File: config.mk
export PLATFORM = sky130hd
export DESIGN_NAME = modex_controller
export DESIGN_NICKNAME = d
export VERILOG_FILES = /design/src/rtl/rsa_pkg.sv /design/src/rtl/modmul_serial.sv /design/src/rtl/modex_controller.sv
export SDC_FILE = /design/constraint.sdc
export NUM_CORES = 1
export LEC_CHECK = 0
export BUFFER_PORTS_ARGS = -buffer_cell sky130_fd_sc_hd__buf_2
export CORE_MARGIN = 2
export CORE_UTILIZATION = 60
export CTS_CLUSTER_DIAMETER = 200
export DETAILED_ROUTE_END_ITERATION = 7
export PLACE_DENSITY = 0.79
export SLEW_MARGIN = 40
export SYNTH_ARGS = -nofsm -noshare
export SYNTH_HDL_FRONTEND = slang
export SYNTH_SLANG_ARGS = --single-unit
export TNS_END_PERCENT = 20
File: constraint.sdc
create_clock -name clk -period 13.79 [get_ports clk]
set_input_delay 2.758 -clock clk [delete_from_list [all_inputs] [get_ports clk]]
set_output_delay 2.758 -clock clk [all_outputs]
set_load 0.005 [all_outputs]
File: src/rtl/rsa_pkg.sv
// Shared types and constants for the RSA ASIP MODEX sequencer.
package rsa_pkg;

  // Default datapath width of the ASIP.
  localparam int ARQ = 16;

  // Width of the serial multiplier's iteration counter.
  localparam int CNT_W = 5;

  // Sequencer states. The NEXT decision has no state of its own: it is
  // evaluated on the transition out of REDUCE, MUL and SQR.
  typedef enum logic [2:0] {
    ST_IDLE   = 3'd0,
    ST_REDUCE = 3'd1,
    ST_MUL    = 3'd2,
    ST_SQR    = 3'd3,
    ST_DONE   = 3'd4
  } modex_state_t;

  // Which operand pair is routed into the shared modular multiplier.
  typedef enum logic [1:0] {
    OP_REDUCE = 2'd0,
    OP_MUL    = 2'd1,
    OP_SQR    = 2'd2
  } modmul_op_t;

endpackage

File: src/rtl/modmul_serial.sv
// Interleaved shift-add modular multiplier: p = (a * b) mod m.
// One load cycle (go) followed by ARQ iterations over a, MSB first.
// valid is high during the last iteration cycle and p is that
// iteration's reduced sum, so the caller captures p on the same edge
// the multiplier finishes.
module modmul_serial #(
  parameter int ARQ = rsa_pkg::ARQ
) (
  input  logic           clk,
  input  logic           rst,
  input  logic           go,
  input  logic [ARQ-1:0] a,
  input  logic [ARQ-1:0] b,
  input  logic [ARQ-1:0] m,
  output logic           valid,
  output logic [ARQ-1:0] p
);
  import rsa_pkg::*;

  logic [ARQ-1:0]   a_sh;
  logic [ARQ-1:0]   b_r;
  logic [ARQ-1:0]   m_r;
  logic [ARQ:0]     acc;
  logic [ARQ:0]     dbl;
  logic [ARQ:0]     dbl_red;
  logic [ARQ:0]     sum;
  logic [ARQ:0]     sum_red;
  logic [CNT_W-1:0] cnt;
  logic             running;

  // One iteration: double, reduce once, add b if the current a bit is set,
  // reduce once more. acc < m on entry keeps both sums below 2m.
  always_comb begin
    dbl     = acc << 1;
    dbl_red = (dbl >= {1'b0, m_r}) ? (dbl - {1'b0, m_r}) : dbl;
    sum     = dbl_red + (a_sh[ARQ-1] ? {1'b0, b_r} : {(ARQ+1){1'b0}});
    sum_red = (sum >= {1'b0, m_r}) ? (sum - {1'b0, m_r}) : sum;
  end

  assign valid = running && (cnt == CNT_W'(1));
  assign p     = sum_red[ARQ-1:0];

  // Operand load on go, then one iteration per cycle until the count runs out.
  always_ff @(posedge clk or negedge rst) begin
    if (!rst) begin
      a_sh    <= '0;
      b_r     <= '0;
      m_r     <= '0;
      acc     <= '0;
      cnt     <= '0;
      running <= 1'b0;
    end else if (go) begin
      a_sh    <= a;
      b_r     <= b;
      m_r     <= m;
      acc     <= '0;
      cnt     <= CNT_W'(ARQ);
      running <= 1'b1;
    end else if (running) begin
      a_sh <= a_sh << 1;
      acc  <= sum_red;
      cnt  <= cnt - 1'b1;
      if (cnt == CNT_W'(1)) begin
        running <= 1'b0;
      end
    end
  end

endmodule

File: src/rtl/modex_controller.sv
// MODEX sequencer: result = base^exponent mod modulus by right-to-left
// square-and-multiply on one shared serial modular multiplier.
//
// Handshake: start is a request level sampled only while idle; it is
// accepted on the rising edge where state is IDLE and start is 1, and is
// ignored in every other state. done is a one-cycle pulse with result and
// err valid in that cycle; there is no back-pressure on the result.
// stall follows combinationally so the PC freezes in the issue cycle.
module modex_controller #(
  parameter int ARQ = rsa_pkg::ARQ
) (
  input  logic           clk,
  input  logic           rst,
  input  logic           start,
  input  logic [ARQ-1:0] base,
  input  logic [ARQ-1:0] exponent,
  input  logic [ARQ-1:0] modulus,
  output logic           stall,
  output logic           busy,
  output logic           done,
  output logic           wr_reg_en,
  output logic [ARQ-1:0] result,
  output logic           err,
  output logic [2:0]     debug_state
);
  import rsa_pkg::*;

  modex_state_t state;
  modex_state_t state_nxt;
  modmul_op_t   mm_op;

  logic [ARQ-1:0] base_r;
  logic [ARQ-1:0] mod_r;
  logic [ARQ-1:0] acc;
  logic [ARQ-1:0] b;
  logic [ARQ-1:0] e;
  logic [ARQ-1:0] result_r;
  logic           err_r;
  logic           launch;
  logic           launch_nxt;

  logic [ARQ-1:0] mm_a;
  logic [ARQ-1:0] mm_b;
  logic           mm_valid;
  logic [ARQ-1:0] mm_p;

  // The NEXT decision for a given remaining exponent.
  function automatic modex_state_t next_step(input logic [ARQ-1:0] ev);
    if (ev == '0)   return ST_DONE;
    else if (ev[0]) return ST_MUL;
    else            return ST_SQR;
  endfunction

  function automatic logic uses_modmul(input modex_state_t s);
    return (s == ST_REDUCE) || (s == ST_MUL) || (s == ST_SQR);
  endfunction

  // State register.
  always_ff @(posedge clk or negedge rst) begin
    if (!rst) begin
      state <= ST_IDLE;
    end else begin
      state <= state_nxt;
    end
  end

  // Next-state logic; a multiplier state is left only when its product is ready.
  always_comb begin
    state_nxt = state;
    case (state)
      ST_IDLE: begin
        if (start) begin
          state_nxt = (modulus == '0) ? ST_DONE : ST_REDUCE;
        end
      end
      ST_REDUCE: begin
        if (mm_valid) state_nxt = next_step(e);
      end
      ST_MUL: begin
        if (mm_valid) state_nxt = (e[ARQ-1:1] == '0) ? ST_DONE : ST_SQR;
      end
      ST_SQR: begin
        if (mm_valid) state_nxt = next_step(e >> 1);
      end
      ST_DONE: begin
        state_nxt = ST_IDLE;
      end
      default: begin
        state_nxt = ST_IDLE;
      end
    endcase
  end

  // A new multiplication starts whenever a multiplier state is entered or re-entered.
  always_comb begin
    launch_nxt = 1'b0;
    if (uses_modmul(state_nxt) && ((state_nxt != state) || mm_valid)) begin
      launch_nxt = 1'b1;
    end
  end

  // Operand muxes into the shared multiplier; a is the multiplier-bit path.
  always_comb begin
    mm_op = OP_REDUCE;
    mm_a  = base_r;
    mm_b  = {{(ARQ-1){1'b0}}, 1'b1};
    case (state)
      ST_MUL:  mm_op = OP_MUL;
      ST_SQR:  mm_op = OP_SQR;
      default: mm_op = OP_REDUCE;
    endcase
    case (mm_op)
      OP_MUL: begin
        mm_a = acc;
        mm_b = b;
      end
      OP_SQR: begin
        mm_a = b;
        mm_b = b;
      end
      default: begin
        mm_a = base_r;
        mm_b = {{(ARQ-1){1'b0}}, 1'b1};
      end
    endcase
  end

  // Operand capture, accumulator/base/exponent updates and result latch.
  always_ff @(posedge clk or negedge rst) begin
    if (!rst) begin
      base_r   <= '0;
      mod_r    <= '0;
      acc      <= '0;
      b        <= '0;
      e        <= '0;
      result_r <= '0;
      err_r    <= 1'b0;
      launch   <= 1'b0;
    end else begin
      launch <= launch_nxt;
      case (state)
        ST_IDLE: begin
          if (start) begin
            base_r <= base;
            mod_r  <= modulus;
            e      <= exponent;
            err_r  <= (modulus == '0);
            acc    <= (modulus > {{(ARQ-1){1'b0}}, 1'b1}) ? {{(ARQ-1){1'b0}}, 1'b1} : '0;
          end
        end
        ST_REDUCE: begin
          if (mm_valid) b <= mm_p;
        end
        ST_MUL: begin
          if (mm_valid) begin
            acc <= mm_p;
            if (e[ARQ-1:1] == '0) e <= e >> 1;
          end
        end
        ST_SQR: begin
          if (mm_valid) begin
            b <= mm_p;
            e <= e >> 1;
          end
        end
        ST_DONE: begin
          result_r <= acc;
        end
        default: begin
        end
      endcase
    end
  end

  modmul_serial #(.ARQ(ARQ)) u_modmul (
    .clk   (clk),
    .rst   (rst),
    .go    (launch),
    .a     (mm_a),
    .b     (mm_b),
    .m     (mod_r),
    .valid (mm_valid),
    .p     (mm_p)
  );

  assign busy        = (state != ST_IDLE);
  assign done        = (state == ST_DONE);
  assign stall       = busy | (start & (state == ST_IDLE));
  assign err         = err_r;
  assign wr_reg_en   = done & ~err_r;
  assign result      = done ? acc : result_r;
  assign debug_state = state;

endmodule

==> results.md, run 1 <==
* Synth Register Bits at 171
* Die W at roughly 130 um
* CTS clk-pin slew, worst paths at around 0.070 ns
* Pre-Repair DR Iteration Count at 5
* Worst path required time at 14.08 ns
* Syn nets at approximately 1200
* EDFF count, synth at 0
* Largest area contributor in the netlist: dfrtp_1
* Final min period at 6.836 ns
* Number of failing hold endpoints at the final stage at 0
* First-pass GRT wire length at around 39 mm
* Register area share after synthesis at 0.4317
* Count of pins over their slew limit at 0
* Total Nets Final at between 1000 and 1500
* Total GRT Usage at 0.2809
* Worst-Skew Late Latency at between 0.4 and 0.5 ns
* CTS tree: built
* Count leader, synth: dfrtp_1
* Setup_tns at 0 ns
* Vias in the first global route at between 7000 and 8000
* Final Cycle Share at 0.4957
* CTS-repair resized insts at 0
* Commonest cells post-synth: dfrtp_1, o21ai_0, nand2_1, nor2_1, mux2_2
* # rows at 46
* Hold Path Class: flip-flop to flip-flop
* Hold-fix buffers, CTS at 0
* Syn Inst Count at between 1000 and 1500
* Worst path slowest cell: nand3_2
* Clock skew at ~0.0098 ns
* Worst setup path class: flip-flop to flip-flop
* Gp weighted congestion at between 0.9 and 1
* Delay-heaviest family, CP: compound AO/OA/AOI/OAI gates
* Post-CTS Setup Inserts at 0
* Cell area after layout at between 0.01 and 0.015 sq mm
* Setup repair after global routing missed its margin: false
* DP HPWL at about 17 mm
* Critical path buffer and inverter count at 2
* CP endpoint kind: flip-flop
* Max H-tree Level at 4
* DR DRC count at 0
* Worst-Margin Slew at 0.7514 ns
* CTS max path bufs at 2
* Routed Antenna Nets at 0
* Share of cells above drive strength 1 at 0.1659
* Largest stage delay, worst path at ~0.58 ns
* Io pins at 75
* I/O Buffers at between 70 and 80
* Core Region at between 0.015 and 0.02 sq mm
* Synth warn at 0
* Startpoint types: flip-flop
* Final setup violation count at 0
* Top post-synthesis cells by area: dfrtp_1, ha_1, mux2_2
* Asr flop ratio synth at 1.000
* CTS root buf: clkbuf_16
* CP dominant cell by count: a21o_1
* Antenna Cells at 0
* CTS Buf Count at 17
* Die Area at around 0.018 sq mm
* Routed via count at roughly 7800
* WL/cell at between 15 and 20 um
* Die Span Y at approximately 130 um
* Crit path max fanout at 22
* Cell variety after synth at 56
* Fmax at 146.3 MHz
* Post-DR vias/cell at around 6
* Avg Inst Size Synth at roughly 9.5 sq um
* Routed WL at about 23 mm
* Initial Utilization at 0.6196
* Crit path DAT at a little over 7 ns
* Area grow syn2layout at 11.03%
* Starting DRT DRC Count at 687
* Initial antenna violation count at 0
* Pin count of the biggest net entering global routing at roughly 110
* Status: finished clean
* Post-synthesis cell area at about 0.0099 sq mm
* Post-synth top flop: dfrtp_1
* # clock sinks at ~170
* Total congestion overflow at 0
* Slew Limit Headroom at 0.4985
* End-of-flow core utilization at 0.6879
* Max cap viols at 0
* Top cell type's share of synthesized area at 0.4317
* Placement Cell Area at approximately 0.010 sq mm
-- stage by stage --
step / worst slack (ns) / instances / hold slack, ns
detailed placement: 7.062 / 1286 / 0.4695
global route: 6.396 / 1319 / 0.5083
global placement: 7.189 / 1286 / 0.4606
CTS: 7.039 / 1318 / 0.4852
finish: 6.954 / 1319 / 0.4879
floorplan: 8.143 / 1043 / 0.4476
-- tightest hold or removal path: stages, from the launching register on --
cell and delay (ns):
dfrtp_1 0.34, nand2_1 0.05, o21ai_0 0.06
-- path summary, 6_finish.rpt --
path,slack [ns],depth (start not counted),startpoint,to
worst min-delay path,0.49,2,mod_r[13],u_modmul.m_r[13]
max in group asynchronous,10.57,2,rst,u_modmul.running
min in group asynchronous,2.17,1,rst,debug_state[1]
worst max register to register,6.95,26,u_modmul.acc[13],b[5]
worst max-delay path,6.95,26,u_modmul.acc[13],b[5]
worst min register to register,0.49,2,mod_r[13],u_modmul.m_r[13]
-- registers in the layout, indices dropped and copies added (netlist names), 5 cells and up --
register	flops
b	16
u_modmul.b_r	16
u_modmul.acc	16
u_modmul.cnt	5
mod_r	16
u_modmul.m_r	16
acc	16
result_r	16
base_r	16
u_modmul.a_sh	16
e	16
-- logic make-up after synthesis --
family / Yosys count / share of synthesized area
DFF: 171 / 0.4317
and+or+nand+nor: 283 / 0.1340
AOI/OAI and AO/OA: 273 / 0.1660
adders and majority gates: 57 / 0.07421
buffers and inverters: 112 / 0.04392
muxes: 103 / 0.1113
xor gates and xnor gates: 44 / 0.03887
-- cell type report --
cell class | count | area [sq um]
clock buffer | 18 | 429.2
clock inverter | 14 | 133.9
fill | 1290 | 4994
inverter | 57 | 214.0
multi-input combinational | 760 | 5210
sequential | 171 | 4282
tap | 216 | 270.3
timing repair buffer | 83 | 467.9
-- layout by cell type (no fill, tap or decap), drive strengths merged, types with 3 or more instances in the layout --
cell type / synthesis / layout
xnor2: 34 / 34
fa: 3 / 3
nand4: 10 / 10
and3: 5 / 5
a31oi: 5 / 5
a22oi: 16 / 16
a21o: 17 / 17
nand3b: 3 / 3
inv: 57 / 65
a21oi: 56 / 56
xor2: 10 / 10
mux2: 58 / 58
clkinv: 0 / 4
dfrtp: 171 / 171
o2111ai: 3 / 3
a211o: 3 / 3
o221ai: 3 / 3
nand2: 96 / 96
nor4: 10 / 10
o31a: 3 / 3
o21ai: 120 / 120
nor2: 67 / 67
nand3: 29 / 29
a211oi: 17 / 17
o21a: 5 / 5
mux2i: 45 / 45
buf: 13 / 83
and2: 18 / 18
nor2b: 8 / 8
o21bai: 4 / 4
ha: 54 / 54
or3: 3 / 3
clkbuf: 42 / 18
nor3: 13 / 13
o22ai: 3 / 3
nand2b: 16 / 16
-- metal layers --
layer,wire length (um),vias to the layer above,global-route usage
met4,527,0,0.08961
met2,10400,252,0.4177
met1,11060,3754,0.4192
met3,1510,37,0.05096
li1,-,3793,-
met5,0,-,0
Power of run 1 is left out: the tool's default activity adds up to more than one toggle a clock period on the data nets, which glitch-free logic cannot reach.
==> run 2, diff against run 1 <==
--- a/config.mk
+++ b/config.mk
@@ -7,10 +7,10 @@
 export LEC_CHECK = 0
 export BUFFER_PORTS_ARGS = -buffer_cell sky130_fd_sc_hd__buf_2
 export CORE_MARGIN = 2
-export CORE_UTILIZATION = 60
+export CORE_UTILIZATION = 55
 export CTS_CLUSTER_DIAMETER = 200
 export DETAILED_ROUTE_END_ITERATION = 7
-export PLACE_DENSITY = 0.79
+export PLACE_DENSITY = 0.76
 export SLEW_MARGIN = 40
 export SYNTH_ARGS = -nofsm -noshare
 export SYNTH_HDL_FRONTEND = slang
==> constraint.sdc (replaced) <==
create_clock -name clk -period 5.8 [get_ports clk]
set_input_delay 1.16 -clock clk [delete_from_list [all_inputs] [get_ports clk]]
set_output_delay 1.16 -clock clk [all_outputs]
set_load 0.005 [all_outputs]
==> results.md, run 2 (synthesized netlist as in run 1, its figures left out) <==
* Final setup violation count at 0
* Status: finished clean
* Hold-fix buffers, CTS at 0
* # rows at a little under 50
* Number of failing hold endpoints at the final stage at 0
* CTS Buf Count at 17
* Worst-Skew Late Latency at roughly 0.43 ns
* Share of cells above drive strength 1 at 0.2676
* Gp weighted congestion at roughly 0.94
* Final min period at approximately 5.8 ns
* Worst-Margin Slew at roughly 0.80 ns
* Die Area at around 0.019 sq mm
* CTS tree: built
* Total congestion overflow at 0
* Vias in the first global route at about 7900
* I/O Buffers at between 70 and 80
* Startpoint types: flip-flop
* DP HPWL at roughly 17 mm
* Final Cycle Share at 0.9927
* Non-Filler Instances at ~1400
* First-pass GRT wire length at about 40 mm
* Total GRT Usage at 0.2623
* Post-DR vias/cell at between 5 and 6
* Routed WL at about 26 mm
* Routed via count at 8251
* Antenna Cells at 0
* Area grow syn2layout at 21.51%
* Initial Utilization at 0.5556
* Final hold slack at 0.4849 ns
* WL/cell at 18.86 um
* Routed Antenna Nets at 0
* Worst setup path class: flip-flop to flip-flop
* Setup_tns at 0 ns
* End-of-flow core utilization at 0.6752
* Total Nets Final at between 1000 and 1500
* Worst path required time at 6.07 ns
* CTS max path bufs at 2
* Pre-Repair DR Iteration Count at 5
* Fmax at approximately 170 MHz
* Clock skew at approximately 0.0098 ns
* Count of pins over their slew limit at 0
* Max cap viols at 0
* Io pins at 75
* Most common cell after layout, fill and taps aside: dfrtp_1
* Initial antenna violation count at 0
* DR DRC count at 0
* Die W at roughly 140 um
* Slew Limit Headroom at 0.4660
* Commonest cells after routing, fill and taps aside: dfrtp_1, o21ai_0, nand2_1, buf_2, nor2_1
* Crit path max fanout at 11
* CTS root buf: clkbuf_16
* Inst Count DP at 1336
* CTS clk-pin slew, worst paths at 0.07 ns
* Core Region at ~0.018 sq mm
* CP endpoint kind: flip-flop
* Fill count at 1302
* Crit path DAT at between 6 and 7 ns
* Starting DRT DRC Count at roughly 750
* # clock sinks at between 150 and 200
* Die Span Y at ~140 um
* Hold Path Class: flip-flop to flip-flop
* Max H-tree Level at 4
* Pin count of the biggest net entering global routing at 96
run 2: cell count changes in the layout (fill, tap and decap cells not counted), sizes merged:
| cell | before | now |
|---|---|---|
| clkinvlp | 1 | 2 |
| inv | 65 | 61 |
| clkinv | 4 | 3 |
| clkbuf | 18 | 21 |
| buf | 83 | 129 |
| bufinv | 1 | 4 |
run 2: final timing paths:
check                                   end            start  slack (ns)  cells after the start
max                        u_modmul.acc[13]  u_modmul.acc[9]        0.04                     26
min                         u_modmul.m_r[8]         mod_r[8]        0.48                      2
max reg2reg                u_modmul.acc[13]  u_modmul.acc[9]        0.04                     26
min reg2reg                 u_modmul.m_r[8]         mod_r[8]        0.48                      2
max in group asynchronous  u_modmul.running              rst        4.02                      2
min in group asynchronous              e[5]              rst        0.74                      1
run 2: worst max-delay path: stages (launching register included):
cell and delay [ns]:
dfrtp_2 0.46, ha_4 0.31, nand4_1 0.20, nor3_2 0.25, a31oi_2 0.13, o2111a_2 0.21
nor2_4 0.12, buf_12 0.14, mux2_2 0.39, ha_4 0.25, a21oi_4 0.19, a31oi_4 0.11
o211ai_1 0.27, nand2b_1 0.12, a21oi_2 0.14, xnor2_1 0.16, ha_1 0.28, a21o_1 0.18
a21o_1 0.18, a21o_1 0.21, a221oi_2 0.34, nand2_1 0.12, nand3_2 0.10, nand3_4 0.13
buf_8 0.19, mux2i_2 0.28, a211oi_1 0.12
run 2: what timing repair did:
item	CTS	global route
endpoints found under the setup margin	46	48
pin swaps	1	24
resized for setup	15	96
buffers inserted	0	10
cloned	0	2
run 2: final cells by class:
class	count	area (sq um)	share of cell area
well taps	229	286.5	0.02379
clock buffers	19	452.9	0.03760
multi-input cells	760	5710	0.4741
inverters	57	214.0	0.01776
flip-flops and latches	171	4287	0.3559
clock inverters	13	206.4	0.01714
repair buffers	131	888.4	0.07375
run 2: metrics by stage:
step / cell area, sq um / setup slack (ns)
floorplan: 9913 / 0.2258
finish: 12050 / 0.04209
global route: 12050 / -0.2377
CTS: 11450 / 0.006902
detailed placement: 10720 / -0.1610
global placement: 10710 / -0.08479
run 2: layer usage:
metal  vias to the layer above  wire, um  track usage
met2                       281     12280       0.4052
met1                      4063     11520       0.3857
met5                         -         0            0
met3                        31      1827      0.04191
li1                       3876         -            -
met4                         0       408      0.07734
Power of run 2 is left out for the same reason.
==> run 3, diff against run 2 <==
--- a/config.mk
+++ b/config.mk
@@ -5,12 +5,14 @@
 export SDC_FILE = /design/constraint.sdc
 export NUM_CORES = 1
 export LEC_CHECK = 0
+export ABC_AREA = 1
+export ABC_CLOCK_PERIOD_IN_PS = 5800
 export BUFFER_PORTS_ARGS = -buffer_cell sky130_fd_sc_hd__buf_2
 export CORE_MARGIN = 2
-export CORE_UTILIZATION = 55
+export CORE_UTILIZATION = 56
 export CTS_CLUSTER_DIAMETER = 200
 export DETAILED_ROUTE_END_ITERATION = 7
-export PLACE_DENSITY = 0.76
+export PLACE_DENSITY = 0.77
 export SLEW_MARGIN = 40
 export SYNTH_ARGS = -nofsm -noshare
 export SYNTH_HDL_FRONTEND = slang
==> results.md, run 3 <==
* DP Worst Slack at 0.1535 ns
* Largest stage delay, worst path at 0.41 ns
* CTS max path bufs at 2
* Die Area at approximately 0.020 sq mm
* Post-DR vias/cell at 5.450
* Critical path buffer and inverter count at 5
* Slew Limit Headroom at 0.4633
* Io pins at 75
* Initial Utilization at 0.5729
* Setup WS post-layout at between 0.4 and 0.5 ns
* DP HPWL at 20.14 mm
* Vias in the first global route at 9033
* Core Region at 0.01877 sq mm
* Worst-Margin Slew at slightly above 0.8 ns
* Clock skew at around 0.014 ns
* CP endpoint kind: flip-flop
* DR DRC count at 0
* Crit path DAT at 5.66 ns
* Largest area contributor in the netlist: dfrtp_1
* Crit path max fanout at 16
* Worst setup path class: flip-flop to flip-flop
* Commonest cells after routing, fill and taps aside: nand2_1, inv_1, dfrtp_1, o21ai_0, nand3_1
* Area grow syn2layout at 11.66%
* Share of cells above drive strength 1 at 0.1331
* WL/cell at 15.78 um
* Hold Path Class: flip-flop to flip-flop
* Asr flop ratio synth at 1.000
* Routed via count at 9342
* Delay-heaviest family, CP: simple AND/OR/NAND/NOR gates
* EDFF count, synth at 0
* Commonest cells post-synth: nand2_1, inv_1, dfrtp_1, o21ai_0, nand3_1
* Count of pins over their slew limit at 0
* Syn Inst Count at approximately 1400
* Total GRT Usage at 0.2820
* Gp weighted congestion at a little under 1
* Post-synth top flop: dfrtp_1
* I/O Buffers at 74
* Routed Antenna Nets at 0
* Synth warn at 0
* Final Cycle Share at 0.9216
* Number of failing hold endpoints at the final stage at 0
* Worst-Skew Late Latency at around 0.44 ns
* Cell variety after synth at 51
* Routed WL at about 27 mm
* Max H-tree Level at 4
* Initial antenna violation count at 0
* Most common cell after layout, fill and taps aside: nand2_1
* Synth Register Bits at around 170
* Die Span Y at 142.6 um
* Starting DRT DRC Count at approximately 700
* CP dominant cell by count: nand2_1
* Fill count at 1642
* Worst path slowest cell: dfrtp_1
* Fmax at 187.1 MHz
* Status: finished clean
* Worst path required time at between 6 and 7 ns
* Count leader, synth: nand2_1
* Startpoint types: flip-flop
* Pin count of the biggest net entering global routing at between 90 and 100
* Total Nets Final at about 1600
* Register area share after synthesis at 0.3980
* Final setup violation count at 0
* CTS root buf: clkbuf_16
* Top cell type's share of synthesized area at 0.3980
* Die W at between 100 and 150 um
* Pre-Repair DR Iteration Count at 5
* CTS tree: built
* # clock sinks at approximately 170
* Final min period at roughly 5.3 ns
* Syn nets at 1511
* Post-synthesis cell area at between 0.01 and 0.015 sq mm
* First-pass GRT wire length at between 40 and 50 mm
* Antenna Cells at 0
* Total congestion overflow at 0
* Top post-synthesis cells by area: dfrtp_1, nand2_1, inv_1
* Avg Inst Size Synth at about 7.7 sq um
* CTS clk-pin slew, worst paths at around 0.070 ns
* # rows at 50
* Max cap viols at 0
* CTS Buf Count at 17
## run 3: cell count changes in the layout (fill, tap and decap cells not counted), moves of 17 or more
cell      change
inv_1       +157
nand2_1     +324
nor2_1       -21
o221ai_1     +19
mux2i_1      -31
o21ai_0      +25
buf_4        -42
mux2_2       -56
nand3_1      +51
and2_1       -17
xnor2_1      -23
## run 3: worst paths after layout
| kind | from | endpoint | slack, ns | cells past startpoint |
|---|---|---|---|---|
| setup / recovery | u_modmul.acc[1] | b[15] | 0.45 | 28 |
| hold / removal | result_r[0] | result_r[0] | 0.47 | 2 |
| setup reg to reg | u_modmul.acc[1] | b[15] | 0.45 | 28 |
| hold reg to reg | result_r[0] | result_r[0] | 0.47 | 2 |
| max in group asynchronous | rst | acc[2] | 4.45 | 2 |
| min in group asynchronous | rst | u_modmul.m_r[14] | 0.55 | 1 |
## run 3: metrics by stage
stage,instances,util,area [sq um],hold slack [ns],setup TNS [ns]
global route,1714,0.6397,12010,0.5051,-0.009428
global placement,1674,0.6009,11280,0.4482,0
finish,1714,0.6397,12010,0.4699,0
CTS,1706,0.6324,11870,0.4690,0
floorplan,1403,-,10750,0.4367,0
detailed placement,1674,0.6013,11280,0.4513,0
## run 3: cells by family (layout without fill, tap and decap cells)
| logic type | Yosys count | in the layout | share of synthesized area |
|---|---|---|---|
| AOI/OAI and AO/OA | 255 | 255 | 0.1353 |
| xor gates and xnor gates | 34 | 34 | 0.02770 |
| adders and majority gates | 57 | 57 | 0.06843 |
| buffers and inverters | 264 | 341 | 0.09764 |
| DFF | 171 | 171 | 0.3980 |
| and+or+nand+nor | 622 | 622 | 0.2729 |
## run 3: metal layers
layer	vias to the layer above	share of wire	wire length, um	global-route usage
met4	0	0.023	616	0.09432
met1	4354	0.44	12010	0.3850
met2	284	0.48	12990	0.4643
li1	4660	-	-	-
met3	44	0.053	1420	0.04038
met5	-	0	0	0
## run 3: final cells by class
cell class / count / area [sq um] / area share
multi-input cells: 968 / 5460 / 0.4548
well taps: 234 / 292.8 / 0.02439
repair inverters: 1 / 7.507 / 0.0006253
flip-flops and latches: 171 / 4279 / 0.3564
clock inverters: 14 / 155.1 / 0.01292
clock buffers: 18 / 429.2 / 0.03575
inverters: 220 / 829.5 / 0.06910
repair buffers: 88 / 551.8 / 0.04596
## run 3: worst reg2reg max path: cells and delay by family (launching register included)
kind            cells  cell delay [ns]
simple gates       16             2.16
fa+ha+maj           3             0.99
compound gates      4             0.86
buf+inv             5             0.78
flops               1             0.41
## run 3: what timing repair did
item,in CTS,in global routing
gates resized for setup,0,14
setup buffers,0,6
setup endpoints to repair,0,48
hold buffers,0,0
Power of run 3 is left out for the same reason.
